[src/rtl/mcu_playlist_pkg.sv]
// Shared encodings for the music-player playlist controller.
// Holds the FSM state codes, the end-of-song mode codes and the mode-cycling rule.
package mcu_playlist_pkg;

  typedef enum logic [1:0] {
    PAUSED  = 2'b00,
    PLAYING = 2'b01,
    SWITCH  = 2'b10
  } state_e;

  localparam logic [1:0] MODE_SINGLE     = 2'd0;
  localparam logic [1:0] MODE_REPEAT_ONE = 2'd1;
  localparam logic [1:0] MODE_CONTINUOUS = 2'd2;

  // The stray code 3 falls back to SINGLE, so the next press lands on SINGLE too.
  function automatic logic [1:0] next_mode(input logic [1:0] m);
    case (m)
      MODE_SINGLE:     next_mode = MODE_REPEAT_ONE;
      MODE_REPEAT_ONE: next_mode = MODE_CONTINUOUS;
      default:         next_mode = MODE_SINGLE;
    endcase
  endfunction

endpackage

[src/rtl/dffre.sv]
// Register with asynchronous active-high reset and synchronous load enable.
module dffre #(
  parameter int           W       = 1,
  parameter logic [W-1:0] RST_VAL = '0
) (
  input  logic         clk,
  input  logic         rst,
  input  logic         en,
  input  logic [W-1:0] d,
  output logic [W-1:0] q
);

  always_ff @(posedge clk or posedge rst) begin
    if (rst)     q <= RST_VAL;
    else if (en) q <= d;
  end

endmodule

[src/rtl/mcu_playlist_song_index_counter.sv]
// Song index register that wraps in both directions over 0..NUM_SONGS-1.
// Wrapping is an explicit compare, so non-power-of-2 playlists wrap correctly.
module song_index_counter #(
  parameter int  NUM_SONGS = 4,
  localparam int SONG_W    = $clog2(NUM_SONGS)
) (
  input  logic              clk,
  input  logic              rst,
  input  logic              clr,
  input  logic              inc,
  input  logic              dec,
  output logic [SONG_W-1:0] song
);

  localparam logic [SONG_W-1:0] LAST = SONG_W'(NUM_SONGS - 1);

  logic [SONG_W-1:0] song_d;
  logic [SONG_W-1:0] song_q;
  logic              song_en;

  always_comb begin
    song_d  = song_q;
    song_en = clr | inc | dec;
    if (clr)      song_d = '0;
    else if (inc) song_d = (song_q == LAST) ? '0 : song_q + SONG_W'(1);
    else if (dec) song_d = (song_q == '0) ? LAST : song_q - SONG_W'(1);
  end

  dffre #(.W(SONG_W)) u_song_reg (
    .clk (clk),
    .rst (rst),
    .en  (song_en),
    .d   (song_d),
    .q   (song_q)
  );

  assign song = song_q;

endmodule

[src/rtl/mcu_playlist.sv]
// Playlist control unit: sequences PAUSED/PLAYING/SWITCH over NUM_SONGS songs.
// Every output decodes from registers; button inputs never reach outputs combinationally.
module mcu_playlist
  import mcu_playlist_pkg::*;
#(
  parameter int  NUM_SONGS = 4,
  localparam int SONG_W    = $clog2(NUM_SONGS)
) (
  input  logic              clk,
  input  logic              reset,
  input  logic              play_button,
  input  logic              next_button,
  input  logic              prev_button,
  input  logic              mode_button,
  input  logic              song_done,
  output logic              play,
  output logic              reset_player,
  output logic [SONG_W-1:0] song,
  output logic [1:0]        mode,
  output logic              last_song
);

  localparam logic [SONG_W-1:0] LAST = SONG_W'(NUM_SONGS - 1);

  logic [1:0] state_d, state_q;
  logic [1:0] mode_d, mode_q;
  logic       resume_d, resume_q;
  logic       song_inc, song_dec, song_clr;
  logic [1:0] mode_eff;

  assign mode_eff = (mode_q == 2'd3) ? MODE_SINGLE : mode_q;

  always_comb begin
    state_d  = state_q;
    resume_d = resume_q;
    song_inc = 1'b0;
    song_dec = 1'b0;
    song_clr = 1'b0;
    mode_d   = mode_button ? next_mode(mode_q) : mode_q;
    case (state_q)
      PAUSED: begin
        if (play_button) begin
          state_d = PLAYING;
        end else if (next_button) begin
          song_inc = 1'b1;
          state_d  = SWITCH;
          resume_d = 1'b0;
        end else if (prev_button) begin
          song_dec = 1'b1;
          state_d  = SWITCH;
          resume_d = 1'b0;
        end
      end
      PLAYING: begin
        if (play_button) begin
          state_d = PAUSED;
        end else if (next_button) begin
          song_inc = 1'b1;
          state_d  = SWITCH;
          resume_d = 1'b1;
        end else if (prev_button) begin
          song_dec = 1'b1;
          state_d  = SWITCH;
          resume_d = 1'b1;
        end else if (song_done) begin
          state_d  = SWITCH;
          song_inc = (mode_eff != MODE_REPEAT_ONE);
          resume_d = (mode_eff != MODE_SINGLE);
        end
      end
      SWITCH: begin
        // A play press during the restart cycle flips where playback resumes.
        state_d = (resume_q ^ play_button) ? PLAYING : PAUSED;
      end
      default: begin
        state_d  = PAUSED;
        song_clr = 1'b1;
      end
    endcase
  end

  dffre #(.W(2), .RST_VAL(PAUSED)) u_state_reg (
    .clk (clk), .rst (reset), .en (1'b1), .d (state_d), .q (state_q)
  );

  dffre #(.W(2), .RST_VAL(MODE_SINGLE)) u_mode_reg (
    .clk (clk), .rst (reset), .en (1'b1), .d (mode_d), .q (mode_q)
  );

  dffre #(.W(1)) u_resume_reg (
    .clk (clk), .rst (reset), .en (1'b1), .d (resume_d), .q (resume_q)
  );

  song_index_counter #(.NUM_SONGS(NUM_SONGS)) u_song_cnt (
    .clk  (clk),
    .rst  (reset),
    .clr  (song_clr),
    .inc  (song_inc),
    .dec  (song_dec),
    .song (song)
  );

  assign play         = (state_q == PLAYING);
  assign reset_player = (state_q == SWITCH);
  assign mode         = mode_eff;
  assign last_song    = (song == LAST);

endmodule

[config.mk]
export PLATFORM = sky130hd
export DESIGN_NAME = mcu_playlist
export DESIGN_NICKNAME = d
export VERILOG_FILES = /design/src/rtl/mcu_playlist_pkg.sv /design/src/rtl/dffre.sv /design/src/rtl/mcu_playlist_song_index_counter.sv /design/src/rtl/mcu_playlist.sv
export SDC_FILE = /design/constraint.sdc
export NUM_CORES = 1
export LEC_CHECK = 0
export CORE_MARGIN = 2
export CORE_UTILIZATION = 33
export DETAILED_ROUTE_END_ITERATION = 16
export PLACE_DENSITY = 0.69
export SETUP_SLACK_MARGIN = 0.2
export SYNTH_ARGS = -nofsm -noshare
export SYNTH_HDL_FRONTEND = slang
export SYNTH_SLANG_ARGS = --single-unit
[constraint.sdc]
create_clock -name clk -period 1.4 [get_ports clk]
set_input_delay 0.21 -clock clk [delete_from_list [all_inputs] [get_ports clk]]
set_output_delay 0.21 -clock clk [all_outputs]
set_load 0.1 [all_outputs]
==> impl_metrics.csv <==
group,metric,value,unit
critical_path,critPathBufInv,1,
final_layout,diodes,0,
floorplanning,initial_utilization,36.61,%
job,maxCapViolCount,0,
critical_path,cp_slowest_stage_delay,0.39,ns
detailed_routing,vias,461,
yosys,avgSynthCellArea,9.884,µm²
timing,drv_slew,0,
run_status,status,"finished, violations left",
clocking,cts_buffer_depth,2,
clocking,cts_buffers,3,
critical_path,reg2reg_slack,-0.04,ns
final_layout,seq_area,183.9,µm²
placed_design,gp_congestion,0.8160,
critical_path,reg2reg_from,"u_mode_reg.q[1]$_DFFE_PP0P_",
final_layout,final_area,914.6,µm²
yosys,yosysSeqAreaShare,35.44,%
yosys,syn-num-nets,63,
timing,rsz0062_at_grt,"yes",
critical_path,crit_path_top_delay_cell,"dfrtp_1",
final_layout,fill_cells,103,
yosys,synth_edf_count,0,
final_layout,multi_input_area,360.3,µm²
critical_path,path_class,"reg2reg",
critical_path,crit_arrival,1.58,ns
detailed_routing,drt_iter0_markers,4,
critical_path,reg2reg_depth,6,
floorplanning,die-area,1823,µm²
timing,hold_slack,0.1838,ns
global_routing,grt_max_degree,9,
timing,fin_skew,0.008359,ns
global_routing,gr-usage-all-layers,14.67,%
floorplanning,fp.dieW,42.70,µm
yosys,synth_compound_area_share,18.99,%
yosys,yosysWarnings,0,
floorplanning,core,1350,µm²
timing,worst_slew_pin_slew,0.2741,ns
final_layout,area_growth,85.06,%
yosys,synth_seq_cells,7,
global_routing,antenna_found_initial,0,
detailed_routing,drt-total-wl,1100,µm
detailed_routing,routedWlPerCell,11.83,µm
final_layout,drive_above_1_share,56.41,%
yosys,synth_xor_area_share,0,%
timing,finalHoldViolCount,0,
critical_path,required,1.54,ns
clocking,clock_sinks,7,
yosys,synthesis.area,494.2,µm²
yosys,synth_top_family_by_area,"compound AO/OA/AOI/OAI gates",
timing,min_period_over_period,103.0,%
yosys,yosysTopAreaCellShare,35.44,%
worst_hold_path,hold_class,"in2async",
timing,max_slew_margin,81.70,%
global_routing,grt_overflow_total,0,
placed_design,port_buffers,13,
timing,fin_ws,-0.04220,ns
timing,fmax,0.6934,GHz
critical_path,crit_family,"compound AO/OA/AOI/OAI gates",
timing,finalSetupViolCount,2,
yosys,yosys.area_share.simple,18.48,%
yosys,synth_ff_type,"dfrtp_1",
yosys,synth_area_leader_cell,"dfrtp_1",
clocking,cts-root-buf,"clkbuf_4",
yosys,synthAdderAreaFrac,15.19,%
critical_path,worstPathCellList,"inv_2 > ha_2 > and4bb_1 > a211oi_2 > a311o_1 > o211ai_2",
placed_design,place_hpwl,836.9,µm
final_layout,final_cell_count_no_fill,93,
yosys,synth_area_leaders,"dfrtp_1 35%, ha_1 15%, mux2_2 4.6%, nand2_1 4.6%, inv_1 3.8%",
yosys,synthMuxAreaShare,6.582,%
yosys,synth_common_cells,"7 x dfrtp_1, 6 x ha_1, 6 x nand2_1",
global_routing,grt_pass1_vias,495,
critical_path,startpoint_type,"flip-flop",
placed_design,numPlacedInstances,85,
critical_path,rr_endpoint,"u_song_cnt.u_song_reg.q[0]$_DFFE_PP0P_",
detailed_routing,drc,0,
run_status,failed_checks,"negative setup slack",
yosys,synth_most_common_cell,"dfrtp_1",
yosys,async_flop_share,100.0,%
clocking,cts_max_level,1,
global_routing,grt_first_pass_wirelength,1973,µm
floorplanning,io_pins,14,
yosys,synthCells,50,
critical_path,worst_setup_path_end_kind,"flip-flop",
placed_design,place_area,813.3,µm²
detailed_routing,viasPerCell,4.957,
yosys,synth_cell_type_count,24,
final_layout,fin_nets,92,
timing,min_period,1.442,ns
floorplanning,dieHeight,42.70,µm
detailed_routing,ant_nets,0,
clocking,cts_tree,"yes",
floorplanning,rows,13,
clocking,cts.clk_slew.worst_paths,0.06,ns
detailed_routing,dr.pass1.iters,2,
clocking,insertion_delay,0.26,ns
critical_path,crit_path_max_fanout,3,
critical_path,path_depth,6,
[metal layers]
layer	vias to the layer above	share of wire [%]	routed length, µm	global-route usage [%]
met5	-	0	0	0
met4	0	1.3	14	7.500
met3	2	5.4	59	6.809
met2	12	51	558	22.42
met1	215	43	468	16.97
li1	232	-	-	-
[cell type report]
class	count	area share (%)
Tap cell	15	2.052
Timing Repair Buffer	25	33.24
Multi-Input combinational cell	37	39.40
Clock buffer	4	2.873
Sequential cell	7	20.11
Inverter	5	2.326
[what timing repair did]
| action | CTS | global route |
|---|---|---|
| setup endpoints to repair | 8 | 10 |
| hold buffers | 0 | 0 |
| setup buffers | 4 | 0 |
| pin swaps | 5 | 0 |
| gates resized for setup | 8 | 5 |
[sequential cells by signal, summed over array words and instances, names as in the netlist]
name and flops:
u_state_reg.q 2, u_song_cnt.u_song_reg.q 2, u_mode_reg.q 2, u_resume_reg.q 1
[how the worst max path moves through the flow]
stage | end | from | slack, ns
floorplan | u_song_cnt.u_song_reg.q[0]$_DFFE_PP0P_ | u_song_cnt.u_song_reg.q[0]$_DFFE_PP0P_ | -0.06
global placement | u_resume_reg.q$_DFFE_PP0P_ | next_button | -0.19
detailed placement | u_song_cnt.u_song_reg.q[0]$_DFFE_PP0P_ | next_button | -0.21
CTS | u_song_cnt.u_song_reg.q[0]$_DFFE_PP0P_ | u_mode_reg.q[1]$_DFFE_PP0P_ | -0.05
global route | u_song_cnt.u_song_reg.q[0]$_DFFE_PP0P_ | u_mode_reg.q[1]$_DFFE_PP0P_ | -0.13
finish | u_song_cnt.u_song_reg.q[0]$_DFFE_PP0P_ | u_mode_reg.q[1]$_DFFE_PP0P_ | -0.04
[metrics by stage]
step / worst slack (ns) / setup TNS (ns) / utilization [%]
floorplan: -0.05620 / -0.08234 / -
global placement: -0.1889 / -0.4174 / 60.24
detailed placement: -0.2090 / -0.5030 / 60.24
CTS: -0.04615 / -0.09356 / 66.27
global route: -0.1253 / -0.2797 / 67.75
finish: -0.04220 / -0.07087 / 67.75
[cell usage in the layout, fill, tap and decap left out, types with 2 or more instances in the layout]
master	instances
nand2_1	6
ha_4	4
buf_6	3
clkdlybuf4s50_1	5
buf_4	9
a21oi_1	2
nor2_1	2
buf_12	7
dfrtp_4	2
inv_2	3
dfrtp_1	4
and2b_4	2
o21ai_0	2
clkbuf_4	3
mux2_2	2
[cell families (layout without fill, tap and decap cells)]
| logic type | after synthesis | in the layout |
|---|---|---|
| buffers and inverters | 6 | 34 |
| AO/OA/AOI/OAI | 12 | 12 |
| adder cells (fa/ha/maj) | 6 | 6 |
| multiplexers | 3 | 3 |
| flip-flops | 7 | 7 |
| AND/OR/NAND/NOR | 16 | 16 |
Power is left out: the tool's default activity adds up to more than one toggle a clock period on the data nets, which glitch-free logic cannot reach.
